<file path="src/rtl/alu_ccr_unit.sv">
// alu_ccr_unit: registered execute-stage ALU with an N/C/Z condition-code register
// and a bit-serial shifter. Define ALU_FLAG_SHADOW_EN to build the CCR shadow register.

package alu_ccr_pkg;

   typedef enum logic [3:0] {
      OP_NOP  = 4'b0000,
      OP_NOT  = 4'b0001,
      OP_ADD  = 4'b0010,
      OP_PASS = 4'b0011,
      OP_SUB  = 4'b0100,
      OP_AND  = 4'b0101,
      OP_OR   = 4'b0110,
      OP_INC  = 4'b0111,
      OP_DEC  = 4'b1000,
      OP_SETC = 4'b1001,
      OP_CLRC = 4'b1010,
      OP_SHL  = 4'b1011,
      OP_SHR  = 4'b1100
   } opcode_t;

   typedef struct packed {
      logic n;
      logic c;
      logic z;
   } ccr_t;

   // Flag-update masks share the CCR layout: a set bit means that flag is written.
   localparam ccr_t MASK_NONE = 3'b000;
   localparam ccr_t MASK_NZ   = 3'b101;
   localparam ccr_t MASK_C    = 3'b010;
   localparam ccr_t MASK_NCZ  = 3'b111;

   typedef enum logic {
      ST_IDLE,
      ST_SHIFT
   } state_t;

endpackage

module alu_ccr_unit
   import alu_ccr_pkg::*;
#(
   parameter int WIDTH = 16,
   parameter int SHW   = $clog2(WIDTH)
) (
   input  logic             clk,
   input  logic             rst,
   input  logic             in_valid,
   output logic             in_ready,
   input  logic [3:0]       op,
   input  logic [WIDTH-1:0] in1,
   input  logic [WIDTH-1:0] in2,
   output logic [WIDTH-1:0] out,
   output logic             out_valid,
   output logic [2:0]       flags,
   input  logic             flag_save,
   input  logic             flag_restore
);

   state_t           state;
   ccr_t             ccr;
   logic [WIDTH-1:0] work;
   logic [SHW-1:0]   cnt;
   logic             shl_dir;

   logic             accept;
   logic [SHW-1:0]   k;

   assign accept   = in_valid && in_ready;
   assign k        = in2[SHW-1:0];
   assign in_ready = (state == ST_IDLE);
   assign flags    = ccr;

   // ------------------------------------------------------------------
   // Single-cycle datapath: result is computed WIDTH+1 wide so the top bit
   // carries the carry/borrow for the arithmetic opcodes.
   // ------------------------------------------------------------------
   logic [WIDTH:0] alu_ext;
   logic           alu_res_en;
   ccr_t           alu_mask;
   logic           alu_c;
   logic           shift_start;

   always_comb begin
      // NOTE: every signal driven here gets a default first, so no opcode arm can leave one unassigned and infer a latch.
      alu_ext     = {1'b0, in1};
      alu_res_en  = 1'b0;
      alu_mask    = MASK_NONE;
      alu_c       = 1'b0;
      shift_start = 1'b0;
      case (op)
         OP_NOT: begin
            alu_ext    = {1'b0, ~in2};
            alu_res_en = 1'b1;
            alu_mask   = MASK_NZ;
         end
         OP_ADD: begin
            alu_ext    = {1'b0, in1} + {1'b0, in2};
            alu_res_en = 1'b1;
            alu_mask   = MASK_NCZ;
            alu_c      = alu_ext[WIDTH];
         end
         OP_PASS: begin
            alu_res_en = 1'b1;
         end
         OP_SUB: begin
            alu_ext    = {1'b0, in1} - {1'b0, in2};
            alu_res_en = 1'b1;
            alu_mask   = MASK_NCZ;
            alu_c      = alu_ext[WIDTH];
         end
         OP_AND: begin
            alu_ext    = {1'b0, in1 & in2};
            alu_res_en = 1'b1;
            alu_mask   = MASK_NZ;
         end
         OP_OR: begin
            alu_ext    = {1'b0, in1 | in2};
            alu_res_en = 1'b1;
            alu_mask   = MASK_NZ;
         end
         OP_INC: begin
            alu_ext    = {1'b0, in2} + {{WIDTH{1'b0}}, 1'b1};
            alu_res_en = 1'b1;
            alu_mask   = MASK_NCZ;
            alu_c      = alu_ext[WIDTH];
         end
         OP_DEC: begin
            alu_ext    = {1'b0, in2} - {{WIDTH{1'b0}}, 1'b1};
            alu_res_en = 1'b1;
            alu_mask   = MASK_NCZ;
            alu_c      = alu_ext[WIDTH];
         end
         OP_SETC: begin
            alu_mask = MASK_C;
            alu_c    = 1'b1;
         end
         OP_CLRC: begin
            alu_mask = MASK_C;
            alu_c    = 1'b0;
         end
         OP_SHL, OP_SHR: begin
            // A zero-distance shift passes in1 through in one cycle and keeps C.
            if (k == '0) begin
               alu_res_en = 1'b1;
               alu_mask   = MASK_NZ;
            end else begin
               shift_start = 1'b1;
            end
         end
         default: ;
      endcase
   end

   // ------------------------------------------------------------------
   // One-bit shift step and the completion mux shared by both paths.
   // ------------------------------------------------------------------
   logic [WIDTH-1:0] work_next;
   logic             shout_bit;

   always_comb begin
      if (shl_dir) begin
         work_next = {work[WIDTH-2:0], 1'b0};
         shout_bit = work[WIDTH-1];
      end else begin
         work_next = {1'b0, work[WIDTH-1:1]};
         shout_bit = work[0];
      end
   end

   logic             shift_last;
   logic             comp_en;
   logic             comp_res_en;
   ccr_t             comp_mask;
   logic             comp_c;
   logic [WIDTH-1:0] comp_res;

   assign shift_last = (state == ST_SHIFT) && (cnt == SHW'(1));

   always_comb begin
      comp_en     = 1'b0;
      comp_res_en = 1'b0;
      comp_mask   = MASK_NONE;
      comp_c      = 1'b0;
      comp_res    = alu_ext[WIDTH-1:0];
      if (shift_last) begin
         comp_en     = 1'b1;
         comp_res_en = 1'b1;
         comp_mask   = MASK_NCZ;
         comp_c      = shout_bit;
         comp_res    = work_next;
      end else if (state == ST_IDLE && accept) begin
         comp_en     = 1'b1;
         comp_res_en = alu_res_en;
         comp_mask   = alu_mask;
         comp_c      = alu_c;
      end
   end

   // ------------------------------------------------------------------
   // CCR next value: restore (if built) lands first, the op update overlays it.
   // ------------------------------------------------------------------
   ccr_t ccr_base;
   ccr_t ccr_next;

`ifdef ALU_FLAG_SHADOW_EN
   ccr_t shadow;

   assign ccr_base = flag_restore ? shadow : ccr;

   // Save captures the CCR as it was before this edge; a concurrent restore wins.
   always_ff @(posedge clk or posedge rst) begin
      if (rst)
         shadow <= MASK_NONE;
      else if (flag_save && !flag_restore)
         shadow <= ccr;
   end
`else
   logic unused_shadow_ports;

   assign unused_shadow_ports = flag_save | flag_restore;
   assign ccr_base            = ccr;
`endif

   always_comb begin
      ccr_next = ccr_base;
      if (comp_en) begin
         if (comp_mask.n) ccr_next.n = comp_res[WIDTH-1];
         if (comp_mask.c) ccr_next.c = comp_c;
         if (comp_mask.z) ccr_next.z = (comp_res == '0);
      end
   end

   // ------------------------------------------------------------------
   // Control FSM with registered result, strobe and CCR.
   // ------------------------------------------------------------------
   always_ff @(posedge clk or posedge rst) begin
      if (rst) begin
         state     <= ST_IDLE;
         out       <= '0;
         out_valid <= 1'b0;
         ccr       <= MASK_NONE;
         work      <= '0;
         cnt       <= '0;
         shl_dir   <= 1'b0;
      end else begin
         // NOTE: non-blocking assignments make every register sample pre-edge values regardless of statement order.
         out_valid <= 1'b0;
         ccr       <= ccr_next;
         if (comp_en && comp_res_en) begin
            out       <= comp_res;
            out_valid <= 1'b1;
         end
         case (state)
            ST_IDLE: begin
               if (accept && shift_start) begin
                  work    <= in1;
                  cnt     <= k;
                  shl_dir <= (op == OP_SHL);
                  state   <= ST_SHIFT;
               end
            end
            ST_SHIFT: begin
               work <= work_next;
               cnt  <= cnt - SHW'(1);
               if (shift_last)
                  state <= ST_IDLE;
            end
         endcase
      end
   end

endmodule

</file>
<file path="config.mk">
export PLATFORM = sky130hd
export DESIGN_NAME = alu_ccr_unit
export DESIGN_NICKNAME = d
export VERILOG_FILES = /design/src/rtl/alu_ccr_unit.sv
export SDC_FILE = /design/constraint.sdc
export NUM_CORES = 1
export LEC_CHECK = 0
export ABC_AREA = 1
export BUFFER_PORTS_ARGS = -buffer_cell sky130_fd_sc_hd__buf_2
export CAP_MARGIN = 5
export CORE_MARGIN = 2
export CORE_UTILIZATION = 61
export DETAILED_ROUTE_END_ITERATION = 6
export GPL_TIMING_DRIVEN = 0
export PLACE_DENSITY_LB_ADDON = 0.08
export SLEW_MARGIN = 40
export SYNTH_ARGS = -nofsm -noshare
export SYNTH_HDL_FRONTEND = slang
export SYNTH_SLANG_ARGS = --single-unit
</file>
<file path="constraint.sdc">
create_clock -name clk -period 3.79 [get_ports clk]
set_clock_uncertainty 0.1 [all_clocks]
set_input_delay 0 -clock clk [delete_from_list [all_inputs] [get_ports clk]]
set_output_delay 0 -clock clk [all_outputs]
set_load 0.01 [all_outputs]
</file>
==> results.md <==
- Hold depth: 3
- Fill count: 1055
- Vias/cell: 5.64
- Hold Path End: work[3]
- Final hold vios: 0
- CTS Buf Count: 5
- Clk sinks: 42
- Remaining global-route overflow: 0
- Worst reg2reg path depth: 11
- Setup violators final: 0
- Post-synth cell types: 41
- Switch share: 48.6%
- Critical path buffers and inverters: 5
- Cell area after synthesis: 6350 um^2
- Clock Path Buffers: 2
- Syn nets: 1229
- Final TNS setup: 0 ns
- RSZ-0062 raised after global routing: no
- RePlAce Congestion: 1.03
- H-tree depth: 2
- Worst Path Required: 3.87 ns
- Number of synthesized register bits: 42
- Latest clock arrival within the worst-skew pair: 0.30 ns
- DR DRC count: 0
- Synth top area cells: nand2_1 (21%), dfrtp_1 (17%), ha_1 (11%), inv_1 (10%), nand3_1 (9.4%)
- Worst reg-to-reg setup slack: 0.92 ns
- Post-synthesis sequential area ratio: 16.6%
- Worst-Margin Slew: 0.655 ns
- Register clock-pin slew on the reported worst setup and hold paths: 0.08 ns
- First drt pass iteration count: 6
- Crit-path max cell delay: 0.47 ns
- CTS tree: yes
- Diode count: 0
- DR vias: 7544
- # rows: 37
- Initial Util: 62.0%
- Post-route minimum period: 2.87 ns
- Top delay family on crit path: buffers and inverters
- Clock share of power: 13.8%
- DPL Wire Length: 18.0 mm
- ANT nets after route: 0
- Yosys top cell area share: 20.6%
- Reg2reg start: cnt[1]
- Root Driver: clkbuf_8
- Largest net degree at the start of global routing: 43
- Internal power: 1.34 mW
- Non-Filler Instances: 1338
- Core Box Area: 10200 um^2
- Share of layout cells above drive strength 1: 9.48%
- RR Endpoint: out[10]
- Net Sw Power: 1.26 mW
- Syn Area/Cell: 5.62 um^2
- Area leader, netlist: nand2_1
- Die height: 106 um
- Top Ports: 62
- Layout overhead on the synthesized area: 9.90%
- PortBufs: 59
- Most instantiated cells after synthesis: nand2_1 (348), inv_1 (174), nor2_1 (146)
- Die width: 106 um
- Combinational power share: 56.8%
- Max-cap violations: 0
- Setup CP Type: reg2reg
- Post-synth EDFFs: 0
- FMAX: 348 MHz
- Worst VDD drop: 0.451 mV
- First-pass GRT wire length: 34.5 mm
- Worst EP arrival: 2.95 ns
- DRT Wirelength: 22.2 mm
- Fin. max-slew vios: 0
- Die footprint: 11200 um^2
- Fin nets: 1300
- Vias in the first global route: 6600
- Rel. slew slack: 56.3%
- CP Cell Sequence: inv_1 -> ha_1 -> nand4_1 -> inv_1 -> buf_2 -> nor2_1 -> a21oi_2 -> inv_2 -> buf_2 -> nand2_1 -> o21ai_0
- Final worst-path cycle share: 75.8%
- Initial antenna violation count: 0
- Fraction of synthesis flops using an asynchronous set or reset pin: 100%
- Hold Path Class: in2reg
- Dpl cells: 1325
- Worst setup EP type: flip-flop
- Startpoint types: flip-flop
- Multi-input logic area: 4420 um^2
- Register share of total power: 29.4%
- 1st-iter DRT viols: 892
- Count leader, synth: nand2_1
- Lkg Pwr: 3.83 nW
- Worst path slowest cell: nand4_1
- Total power: 2.60 mW
- GRT Overall Usage: 39.5%
- Top FF cell, synth: dfrtp_1
- Routed length per instance: 16.6 um
- Post-synthesis instance total: 1130
- Synth warnings: 0
- Hold wc startpoint: in1[3]
- Reg area: 1050 um^2
- Worst Path Max Fanout: 10
- Pwr Density: 373 nW/um^2
- Outcome: finished clean
==> cells by family (layout without fill, tap and decap cells) <==
kind of cell    count (synthesis)  in the layout  share of synthesized area [%]
compound gates                146            146                           13.3
xor+xnor                        3              3                          0.414
fa+ha+maj                      58             58                           11.7
buf+inv                       219            291                           13.8
flops                          42             42                           16.6
mux                             1              1                          0.158
simple gates                  661            661                           44.1
==> routing by layer <==
| metal | share of wire [%] | global-route usage, % | vias up |
|---|---|---|---|
| met1 | 42 | 55.2 | 3327 |
| met4 | 3.7 | 13.6 | 0 |
| met3 | 10 | 6.25 | 59 |
| li1 | - | - | 3736 |
| met5 | 0 | 0 | - |
| met2 | 44 | 62.2 | 422 |
==> cell usage in the layout, fill, tap and decap left out, types with 6 or more instances in the layout <==
cell	netlist	routed
nor2_1	146	146
clkbuf_1	16	17
o21ai_1	14	14
nor3_1	11	11
a31oi_1	8	8
a221oi_1	6	6
dfrtp_1	42	42
inv_2	6	6
inv_1	174	173
o21ai_0	48	48
buf_2	15	74
o221ai_1	13	13
nand4_1	15	15
nand2_1	348	348
ha_1	56	56
nand3_1	119	119
a21oi_1	44	44
==> metrics by stage <==
| stage | setup slack [ns] | hold WS (ns) | instance area [um^2] | utilization, % |
|---|---|---|---|---|
| 3_3_place_gp | 0.909 | 0.239 | 6810 | 66.6 |
| 3_5_place_dp | 0.919 | -0.0244 | 6820 | 66.6 |
| 5_1_grt | 0.787 | 0.00563 | 6980 | 68.2 |
| 6_report | 0.917 | 0.00543 | 6980 | 68.2 |
| 4_1_cts | 0.959 | 0.00663 | 6980 | 68.2 |
| 2_1_floorplan | 1.71 | 0.0623 | 6350 | - |
==> area by class of cell <==
class / instances / area share [%]
Clock buffer: 6 / 1.04
Timing Repair Buffer: 64 / 4.95
Buffer: 38 / 2.82
Multi-Input combinational cell: 869 / 63.4
Clock inverter: 2 / 0.538
Sequential cell: 42 / 15.1
Inverter: 181 / 9.78
Tap cell: 136 / 2.44
==> worst min-delay path, delay by kind of cell <==
| family | cells | cell delay (ns) |
|---|---|---|
| AO/OA/AOI/OAI | 1 | 0.11 |
| buffers and inverters | 2 | 0.25 |
==> power by group through the flow <==
stage	Combinational [mW]	Sequential [mW]	Clock, mW
after floorplan	0.938	0.794	0
after global placement	1.41	0.760	0
after detailed placement	1.43	0.767	0
after CTS	1.45	0.762	0.359
after global routing	1.65	0.784	0.378
final	1.48	0.766	0.360
==> flip-flops by register name, indices dropped and copies added (netlist names) <==
| name | count |
|---|---|
| cnt | 4 |
| flags | 3 |
| out | 16 |
| out_valid | 1 |
| shl_dir | 1 |
| state | 1 |
| work | 16 |
==> timing repair <==
action                                 4_1_cts  5_1_grt
setup buffers                                0        0
endpoints found under the hold margin       46        0
resized for setup                            0        0
hold buffers                                 5        0
==> worst max-delay path by stage <==
stage             from       end  slack (ns)  cells past startpoint
2_1_floorplan  in2[11]  flags[0]        1.71                     18
3_3_place_gp    in2[8]  flags[0]        0.91                     18
3_5_place_dp    in2[8]  flags[0]        0.92                     18
4_1_cts         cnt[1]   out[10]        0.96                     11
5_1_grt         cnt[1]   out[14]        0.79                     11
6_report        cnt[1]   out[10]        0.92                     11
Power figures use the tool's default switching activity.
